### src/rtl/i2s_pkg.sv
// Shared types and helpers for the I2S transmit path (and the future receiver).
//   mode_e     : I2S_MODE (MSB one bit clock after word_select edge) or
//                LJ_MODE (MSB on the word_select edge)
//   underrun_e : UR_ZERO (send zeros) or UR_REPEAT (resend last pair)
//   cnt_width  : counter width for a counter that must hold 0..n-1,
//                never less than one bit
package i2s_pkg;

  typedef enum logic {
    I2S_MODE = 1'b0,
    LJ_MODE  = 1'b1
  } mode_e;

  typedef enum logic {
    UR_ZERO   = 1'b0,
    UR_REPEAT = 1'b1
  } underrun_e;

  function automatic int unsigned cnt_width(input int unsigned n);
    return (n < 2) ? 1 : $clog2(n);
  endfunction

endpackage

### src/rtl/i2s_bclk_gen.sv
// Bit clock generator: divides clk by SCLK_DIV into a 50% duty serial_clk and
// flags the clk edge on which serial_clk toggles.
//   clk        in  master clock
//   rst_n      in  synchronous active-low reset
//   serial_clk out bit clock, starts low after reset
//   fall_en    out high in the cycle whose closing edge drives serial_clk 1->0
//   rise_en    out high in the cycle whose closing edge drives serial_clk 0->1
module i2s_bclk_gen
  import i2s_pkg::*;
#(
  parameter int unsigned SCLK_DIV = 4
) (
  input  logic clk,
  input  logic rst_n,
  output logic serial_clk,
  output logic fall_en,
  output logic rise_en
);

  localparam int unsigned HALF = SCLK_DIV / 2;
  localparam int unsigned CW   = cnt_width(HALF);
  localparam logic [CW-1:0] TERM = CW'(HALF - 1);

  logic [CW-1:0] div_cnt_q, div_cnt_d;
  logic          sclk_q, sclk_d;
  logic          term;

  always_comb begin
    term      = (div_cnt_q == TERM);
    div_cnt_d = term ? '0 : div_cnt_q + 1'b1;
    sclk_d    = term ? ~sclk_q : sclk_q;
  end

  always_ff @(posedge clk) begin
    if (!rst_n) begin
      div_cnt_q <= '0;
      sclk_q    <= 1'b0;
    end else begin
      div_cnt_q <= div_cnt_d;
      sclk_q    <= sclk_d;
    end
  end

  assign serial_clk = sclk_q;
  assign fall_en    = term & sclk_q;
  assign rise_en    = term & ~sclk_q;

endmodule

### src/rtl/i2s_tx_stream.sv
// Stereo I2S / left-justified serial audio transmitter.
// Accepts sample pairs on a valid/ready stream into a one-pair holding
// register and serialises one frame (left slot, right slot) per
// 2*SLOT_WIDTH bit clocks, all from input_clk.
//   input_clk     in  master clock
//   reset         in  synchronous active-low reset
//   s_valid       in  sample pair valid
//   s_ready       out holding register empty
//   s_left        in  left sample, two's complement
//   s_right       in  right sample, two's complement
//   mute          in  sampled at frame boundary, zeros that frame
//   dac_mclk      out input_clk pass-through
//   serial_clk    out bit clock (input_clk / SCLK_DIV)
//   word_select   out 0 = left slot, 1 = right slot
//   sound_bit_out out serial data, changes with serial_clk falling
//   frame_start   out one-cycle pulse per frame boundary
//   underrun      out one-cycle pulse when a boundary finds holding empty
module i2s_tx_stream
  import i2s_pkg::*;
#(
  parameter int unsigned SAMPLE_WIDTH  = 16,
  parameter int unsigned SLOT_WIDTH    = 32,
  parameter int unsigned SCLK_DIV      = 4,
  parameter mode_e       MODE          = I2S_MODE,
  parameter underrun_e   UNDERRUN_MODE = UR_ZERO
) (
  input  logic                    input_clk,
  input  logic                    reset,
  input  logic                    s_valid,
  output logic                    s_ready,
  input  logic [SAMPLE_WIDTH-1:0] s_left,
  input  logic [SAMPLE_WIDTH-1:0] s_right,
  input  logic                    mute,
  output logic                    dac_mclk,
  output logic                    serial_clk,
  output logic                    word_select,
  output logic                    sound_bit_out,
  output logic                    frame_start,
  output logic                    underrun
);

  localparam int unsigned FRAME_BITS = 2 * SLOT_WIDTH;
  localparam int unsigned BW         = cnt_width(FRAME_BITS);
  localparam logic [BW-1:0] B_LAST   = BW'(FRAME_BITS - 1);
  localparam logic [BW-1:0] SLOT_B   = BW'(SLOT_WIDTH);

  logic fall_en;
  logic rise_en_unused;

  i2s_bclk_gen #(
    .SCLK_DIV (SCLK_DIV)
  ) u_bclk_gen (
    .clk        (input_clk),
    .rst_n      (reset),
    .serial_clk (serial_clk),
    .fall_en    (fall_en),
    .rise_en    (rise_en_unused)
  );

  logic [BW-1:0]           b_q, b_d;
  logic [FRAME_BITS-1:0]   shift_q, shift_d;
  logic                    dly_q, dly_d;
  logic                    sd_q, sd_d;
  logic                    ws_q, ws_d;
  logic                    hold_full_q, hold_full_d;
  logic [SAMPLE_WIDTH-1:0] hold_l_q, hold_l_d, hold_r_q, hold_r_d;
  logic [SAMPLE_WIDTH-1:0] last_l_q, last_l_d, last_r_q, last_r_d;
  logic                    frame_start_q, frame_start_d;
  logic                    underrun_q, underrun_d;
  logic                    s_ready_q, s_ready_d;
  logic                    boundary;
  logic                    lj_bit;
  logic [FRAME_BITS-1:0]   new_frame;

  // Samples sit left-aligned in their slot with zero padding after the LSB.
  function automatic logic [FRAME_BITS-1:0] pack_pair(input logic [SAMPLE_WIDTH-1:0] l,
                                                      input logic [SAMPLE_WIDTH-1:0] r);
    logic [FRAME_BITS-1:0] f;
    f = '0;
    f[FRAME_BITS-1 -: SAMPLE_WIDTH] = l;
    f[SLOT_WIDTH-1 -: SAMPLE_WIDTH] = r;
    return f;
  endfunction

  always_comb begin
    b_d           = b_q;
    shift_d       = shift_q;
    dly_d         = dly_q;
    sd_d          = sd_q;
    ws_d          = ws_q;
    hold_full_d   = hold_full_q;
    hold_l_d      = hold_l_q;
    hold_r_d      = hold_r_q;
    last_l_d      = last_l_q;
    last_r_d      = last_r_q;
    frame_start_d = 1'b0;
    underrun_d    = 1'b0;
    new_frame     = '0;
    lj_bit        = 1'b0;
    boundary      = fall_en && (b_q == B_LAST);

    // s_ready_q is only high while holding is empty, so a capture here never
    // collides with a boundary consuming the holding register.
    if (s_valid && s_ready_q) begin
      hold_full_d = 1'b1;
      hold_l_d    = s_left;
      hold_r_d    = s_right;
    end

    if (fall_en) begin
      if (boundary) begin
        b_d           = '0;
        frame_start_d = 1'b1;
        if (mute) begin
          // Muted frame still drains a waiting pair so the stream keeps pace.
          if (hold_full_q) begin
            hold_full_d = 1'b0;
          end
        end else if (hold_full_q) begin
          new_frame   = pack_pair(hold_l_q, hold_r_q);
          hold_full_d = 1'b0;
          last_l_d    = hold_l_q;
          last_r_d    = hold_r_q;
        end else begin
          underrun_d = 1'b1;
          if (UNDERRUN_MODE == UR_REPEAT) begin
            new_frame = pack_pair(last_l_q, last_r_q);
          end
        end
        // Frame MSB goes out on this same fall; the register keeps the rest.
        lj_bit  = new_frame[FRAME_BITS-1];
        shift_d = {new_frame[FRAME_BITS-2:0], 1'b0};
      end else begin
        b_d     = b_q + 1'b1;
        lj_bit  = shift_q[FRAME_BITS-1];
        shift_d = {shift_q[FRAME_BITS-2:0], 1'b0};
      end

      ws_d = (b_d >= SLOT_B);
      if (MODE == LJ_MODE) begin
        sd_d = lj_bit;
      end else begin
        // I2S: data trails word_select by one bit clock.
        sd_d  = dly_q;
        dly_d = lj_bit;
      end
    end

    s_ready_d = ~hold_full_d;
  end

  always_ff @(posedge input_clk) begin
    if (!reset) begin
      b_q           <= B_LAST;
      shift_q       <= '0;
      dly_q         <= 1'b0;
      sd_q          <= 1'b0;
      ws_q          <= 1'b1;
      hold_full_q   <= 1'b0;
      hold_l_q      <= '0;
      hold_r_q      <= '0;
      last_l_q      <= '0;
      last_r_q      <= '0;
      frame_start_q <= 1'b0;
      underrun_q    <= 1'b0;
      s_ready_q     <= 1'b0;
    end else begin
      b_q           <= b_d;
      shift_q       <= shift_d;
      dly_q         <= dly_d;
      sd_q          <= sd_d;
      ws_q          <= ws_d;
      hold_full_q   <= hold_full_d;
      hold_l_q      <= hold_l_d;
      hold_r_q      <= hold_r_d;
      last_l_q      <= last_l_d;
      last_r_q      <= last_r_d;
      frame_start_q <= frame_start_d;
      underrun_q    <= underrun_d;
      s_ready_q     <= s_ready_d;
    end
  end

  assign dac_mclk      = input_clk;
  assign s_ready       = s_ready_q;
  assign word_select   = ws_q;
  assign sound_bit_out = sd_q;
  assign frame_start   = frame_start_q;
  assign underrun      = underrun_q;

endmodule

### config.mk
export PLATFORM = sky130hd
export DESIGN_NAME = i2s_tx_stream
export DESIGN_NICKNAME = d
export VERILOG_FILES = /design/src/rtl/i2s_pkg.sv /design/src/rtl/i2s_bclk_gen.sv /design/src/rtl/i2s_tx_stream.sv
export SDC_FILE = /design/constraint.sdc
export NUM_CORES = 1
export LEC_CHECK = 0
export BUFFER_PORTS_ARGS = -buffer_cell sky130_fd_sc_hd__buf_4
export CAP_MARGIN = 0
export CELL_PAD_IN_SITES_DETAIL_PLACEMENT = 1
export CELL_PAD_IN_SITES_GLOBAL_PLACEMENT = 1
export CORE_ASPECT_RATIO = 1.25
export CORE_UTILIZATION = 40
export DETAILED_ROUTE_END_ITERATION = 12
export PLACE_DENSITY = 0.84
export SKIP_LAST_GASP = 1
export SYNTH_ARGS = -nofsm -noshare
export SYNTH_HDL_FRONTEND = slang
export SYNTH_SLANG_ARGS = --single-unit
### constraint.sdc
create_clock -name input_clk -period 1.5 [get_ports input_clk]
set_input_delay 0.225 -clock input_clk [delete_from_list [all_inputs] [get_ports input_clk]]
set_output_delay 0.225 -clock input_clk [all_outputs]
set_load 0.02 [all_outputs]
==> Word level (Yosys, flattened, before mapping) <==
Index checks and enable logic that the tools add are counted.
{ "word_totals": {"out_inout_bits": 7, "mem_bits_ro": 0, "memories": 0, "word_cells": 40, "ramBits": 0, "inputBits": 36, "latchBits": 0, "ff_bits": 111} }
{ "op_classes": {"reduce_logical": 5, "muxes": 12, "multipliers": 0, "shifts": 0, "bitwise_logic": 6, "addsub": 2, "n_div": 0, "magnitude_cmp": 1, "eq_ne": 1} }
{ "ops": {"columns": ["op", "count"], "rows": [
  ["$mux 64", 3],
  ["$mux 6", 2],
  ["$mux 1", 7],
  ["$add 6x1->6 const B", 1],
  ["$eq 6x6->1 const B", 1],
  ["$ge 6x6->1 const B", 1],
  ["$not 1->1", 5],
  ["$reduce_or 4->1", 1],
  ["$logic_and 1x1->1", 2],
  ["$reduce_and 2->1", 1],
  ["$reduce_or 2->1", 1],
  ["$add 1x1->1 const B", 1],
  ["$and 1x1->1", 1]
]} }

==> Depth between registers and ports, before layout <==
{ "depth": {"depth_word": 6, "mapped_depth": 5, "mapped_depth_nobuf": 4} }

==> Modules after synthesis <==
Synthesis repeated with hierarchy kept, for this count alone.
{ "unflattened": {"cells_unflattened": 347, "hier_area_um2": 3402.0} }
{ "by_module_without_submodules": {"columns": ["module", "instances", "area_each_um2", "cells_each", "seq_area_each_um2"], "rows": [
  ["i2s_tx_stream", 1, 3328.2, 340, 1841.8],
  ["i2s_bclk_gen", 1, 73.8, 7, 40.0]
]} }

==> impl_metrics.json <==
{
  "ir_worst_vdd_mv": 1.04,
  "synth-compound-area-share": 0.235,
  "hold_viol": 0,
  "synthSimpleGateAreaFrac": 0.226,
  "leakage_nw": 1.96,
  "hold_path_class": "input port to flop",
  "rsz0062_at_grt": "yes",
  "ant_nets": 0,
  "required_ps": 1840,
  "grt_pass1_vias": 3501,
  "period_needed_ps": 1520,
  "start_util": 0.417,
  "r2r_setup_slack_ps": -20,
  "grt_pass1_wl_um": 17600,
  "drcViolationCount": 0,
  "crit_type": "flop to flop",
  "hold_depth": 3,
  "synth_seq_area_share": 0.489,
  "syn2layout_area_growth_pct": 29.5,
  "reg2reg_from": "b_q[1]",
  "portBuffers": 42,
  "vias": 3296,
  "grt_usage": 0.225,
  "rows": 39,
  "synthAdderAreaFrac": 0.00325,
  "min_from": "s_left[9]",
  "p_total_mw": 6.20,
  "vias_per_cell": 5.53,
  "fin_ws_ps": -20.1,
  "firstDrtPassIters": 4,
  "grt_max_degree": 37,
  "busiest_layer": "met2",
  "setup_viol": 8,
  "maxCapViolations": 0,
  "dp_hpwl_um": 6120,
  "path_max_fanout": 15,
  "crit_path_start_kind": "flop",
  "postSynthAreaPerCell_um2": 9.23,
  "grt_use_met2": 0.400,
  "violations": "negative setup slack",
  "rr_worst_depth": 6,
  "syn_inst": 417,
  "boundaryPins": 43,
  "core_mm2": 0.00922,
  "mostFrequentLayoutCells": "nand2_1, dfxtp_1, buf_4",
  "grt-ovfl-total": 0,
  "diodes": 0,
  "final_nets": 506,
  "routed_wl_um": 11100,
  "syn-num-nets": 454,
  "die_h_um": 112,
  "final_common_cell": "nand2_1",
  "fmax_ghz": 0.658,
  "gp_congestion": 0.732,
  "cts_tree": "built",
  "synth_top_family_by_area": "compound AO/OA/AOI/OAI gates",
  "worstSetupEndpointType": "flop",
  "ys_ff_latch": 94,
  "die_area_mm2": 0.0100,
  "drtIter0Drc": 195,
  "dieWidth_um": 89.8,
  "antenna_found_initial": 0,
  "powerDensity_mw_per_mm2": 1240,
  "synth.mux.area_fraction": 0,
  "drive_above_1_share": 0.226,
  "crit_arrival_ps": 1860,
  "met3_usage": 0.0410,
  "r2r_end": "shift_q[61]",
  "worstSkewPairLatency_ps": 460,
  "slew_viol_final": 0,
  "ys_warn_count": 0,
  "synth.distinct_cells": 36,
  "clkTransAtPathRegs_ps": 70,
  "use_met1": 0.263,
  "whs_ps": 24.2,
  "final.period_utilization": 1.01,
  "fin_skew_ps": 8.12,
  "worst_slew_pin_slew_ps": 488,
  "min_to": "hold_l_q[9]",
  "netlist_area_mm2": 0.00385,
  "status": "complete, but fails checks",
  "synth_xor_area_frac": 0.00455,
  "avgRoutedWirePerCell_um": 18.7,
  "slew_headroom": 0.674
}
power breakdown:
| part | switching, mW | internal [mW] | total (mW) |
|---|---|---|---|
| combinational | 0.337 | 0.259 | 0.595 |
| sequential | 0.0645 | 2.56 | 2.63 |
| clock | 1.07 | 1.91 | 2.98 |
| total | 1.47 | 4.73 | 6.20 |
sequential cells by signal, indices dropped and copies added, names as in the netlist, 6 cells and up:
| name | flops |
|---|---|
| shift_q | 47 |
| hold_l_q | 16 |
| hold_r_q | 16 |
| b_q | 6 |
through the flow:
| stage | std cells | util | instance area, um^2 | setup TNS [ps] | worst slack, ps |
|---|---|---|---|---|---|
| 2_1_floorplan | 417 | - | 3860 | 0 | 16.1 |
| 3_3_place_gp | 569 | 0.475 | 4380 | -3380 | -122 |
| 3_5_place_dp | 569 | 0.475 | 4380 | -3440 | -140 |
| 4_1_cts | 593 | 0.532 | 4910 | -2.41 | -2.41 |
| 5_1_grt | 596 | 0.541 | 4990 | -1370 | -71.8 |
| 6_report | 596 | 0.541 | 4990 | -66.3 | -20.1 |
how the worst max path moves through the flow:
stage,end,start,slack (ps),cells past startpoint
after floorplan,shift_q[25],b_q[0],20,5
after global placement,shift_q[27],b_q[0],-120,4
after detailed placement,shift_q[27],b_q[0],-140,4
after CTS,shift_q[27],b_q[1],-2,7
after global routing,shift_q[61],u_bclk_gen.div_cnt_q,-70,5
final,shift_q[61],b_q[1],-20,6
synth_stat cells:
| cell | number | area share |
|---|---|---|
| nand2_2 | 1 | 0.0016 |
| o32ai_1 | 1 | 0.0023 |
| nand2b_1 | 1 | 0.0016 |
| nand2_1 | 91 | 0.089 |
| nor3_1 | 2 | 0.0026 |
| o31ai_1 | 1 | 0.0020 |
| o21ai_0 | 3 | 0.0039 |
| nand3_1 | 5 | 0.0065 |
| a21oi_1 | 3 | 0.0039 |
| nand3_2 | 1 | 0.0026 |
| nor2_1 | 1 | 0.00097 |
| buf_4 | 1 | 0.0020 |
| a41o_1 | 1 | 0.0026 |
| nor2b_1 | 2 | 0.0032 |
| a21oi_2 | 1 | 0.0023 |
| a41oi_1 | 1 | 0.0023 |
| and3_1 | 5 | 0.0081 |
| and2_1 | 60 | 0.097 |
| xor2_1 | 2 | 0.0046 |
| buf_2 | 5 | 0.0065 |
| a21boi_0 | 49 | 0.096 |
| nor3b_1 | 1 | 0.0020 |
| nand4_1 | 1 | 0.0016 |
| a221o_1 | 31 | 0.081 |
| inv_1 | 1 | 0.00097 |
| dfxtp_1 | 94 | 0.49 |
| o211ai_1 | 17 | 0.033 |
| or3_1 | 1 | 0.0016 |
| ha_1 | 1 | 0.0032 |
| or4_1 | 1 | 0.0020 |
| a31oi_1 | 1 | 0.0016 |
| buf_6 | 3 | 0.0088 |
| clkbuf_1 | 25 | 0.024 |
| o32a_1 | 1 | 0.0026 |
| nor4_4 | 1 | 0.0055 |
| o21a_1 | 1 | 0.0020 |
cell families (layout without fill, tap and decap cells):
group           count (synthesis)  count (layout)
fa+ha+maj                       1               1
flops                          94              94
simple gates                  174             174
buf+inv                        35              90
compound gates                111             112
xor+xnor                        2               2
worst max-delay path: stages, from the launching register on:
cell       delay (ps)
dfxtp_2           340
ha_4              170
buf_6             120
nand2_4            80
nor4_4             40
bufbuf_16         280
a221o_1           360
area by class of cell:
type	count	area, um^2
Multi-Input combinational cell	289	1910
Clock inverter	4	70.1
Fill cell	1019	4240
Timing Repair Buffer	70	623
Sequential cell	94	1890
Inverter	1	3.75
Clock buffer	15	335
Tap cell	123	154
layer usage:
metal | routed length, um | up-vias
met5 | 0 | -
met4 | 260 | 0
met3 | 358 | 22
met2 | 5890 | 72
met1 | 4610 | 1639
li1 | - | 1563
timing repair:
item,in CTS,in global routing
cloned,2,0
setup buffers,3,3
hold buffers,1,0
endpoints found under the setup margin,33,48
gates resized for setup,14,11
pin swaps,13,5
endpoints found under the hold margin,1,0
No activity file was read; power rests on OpenSTA's default activity.
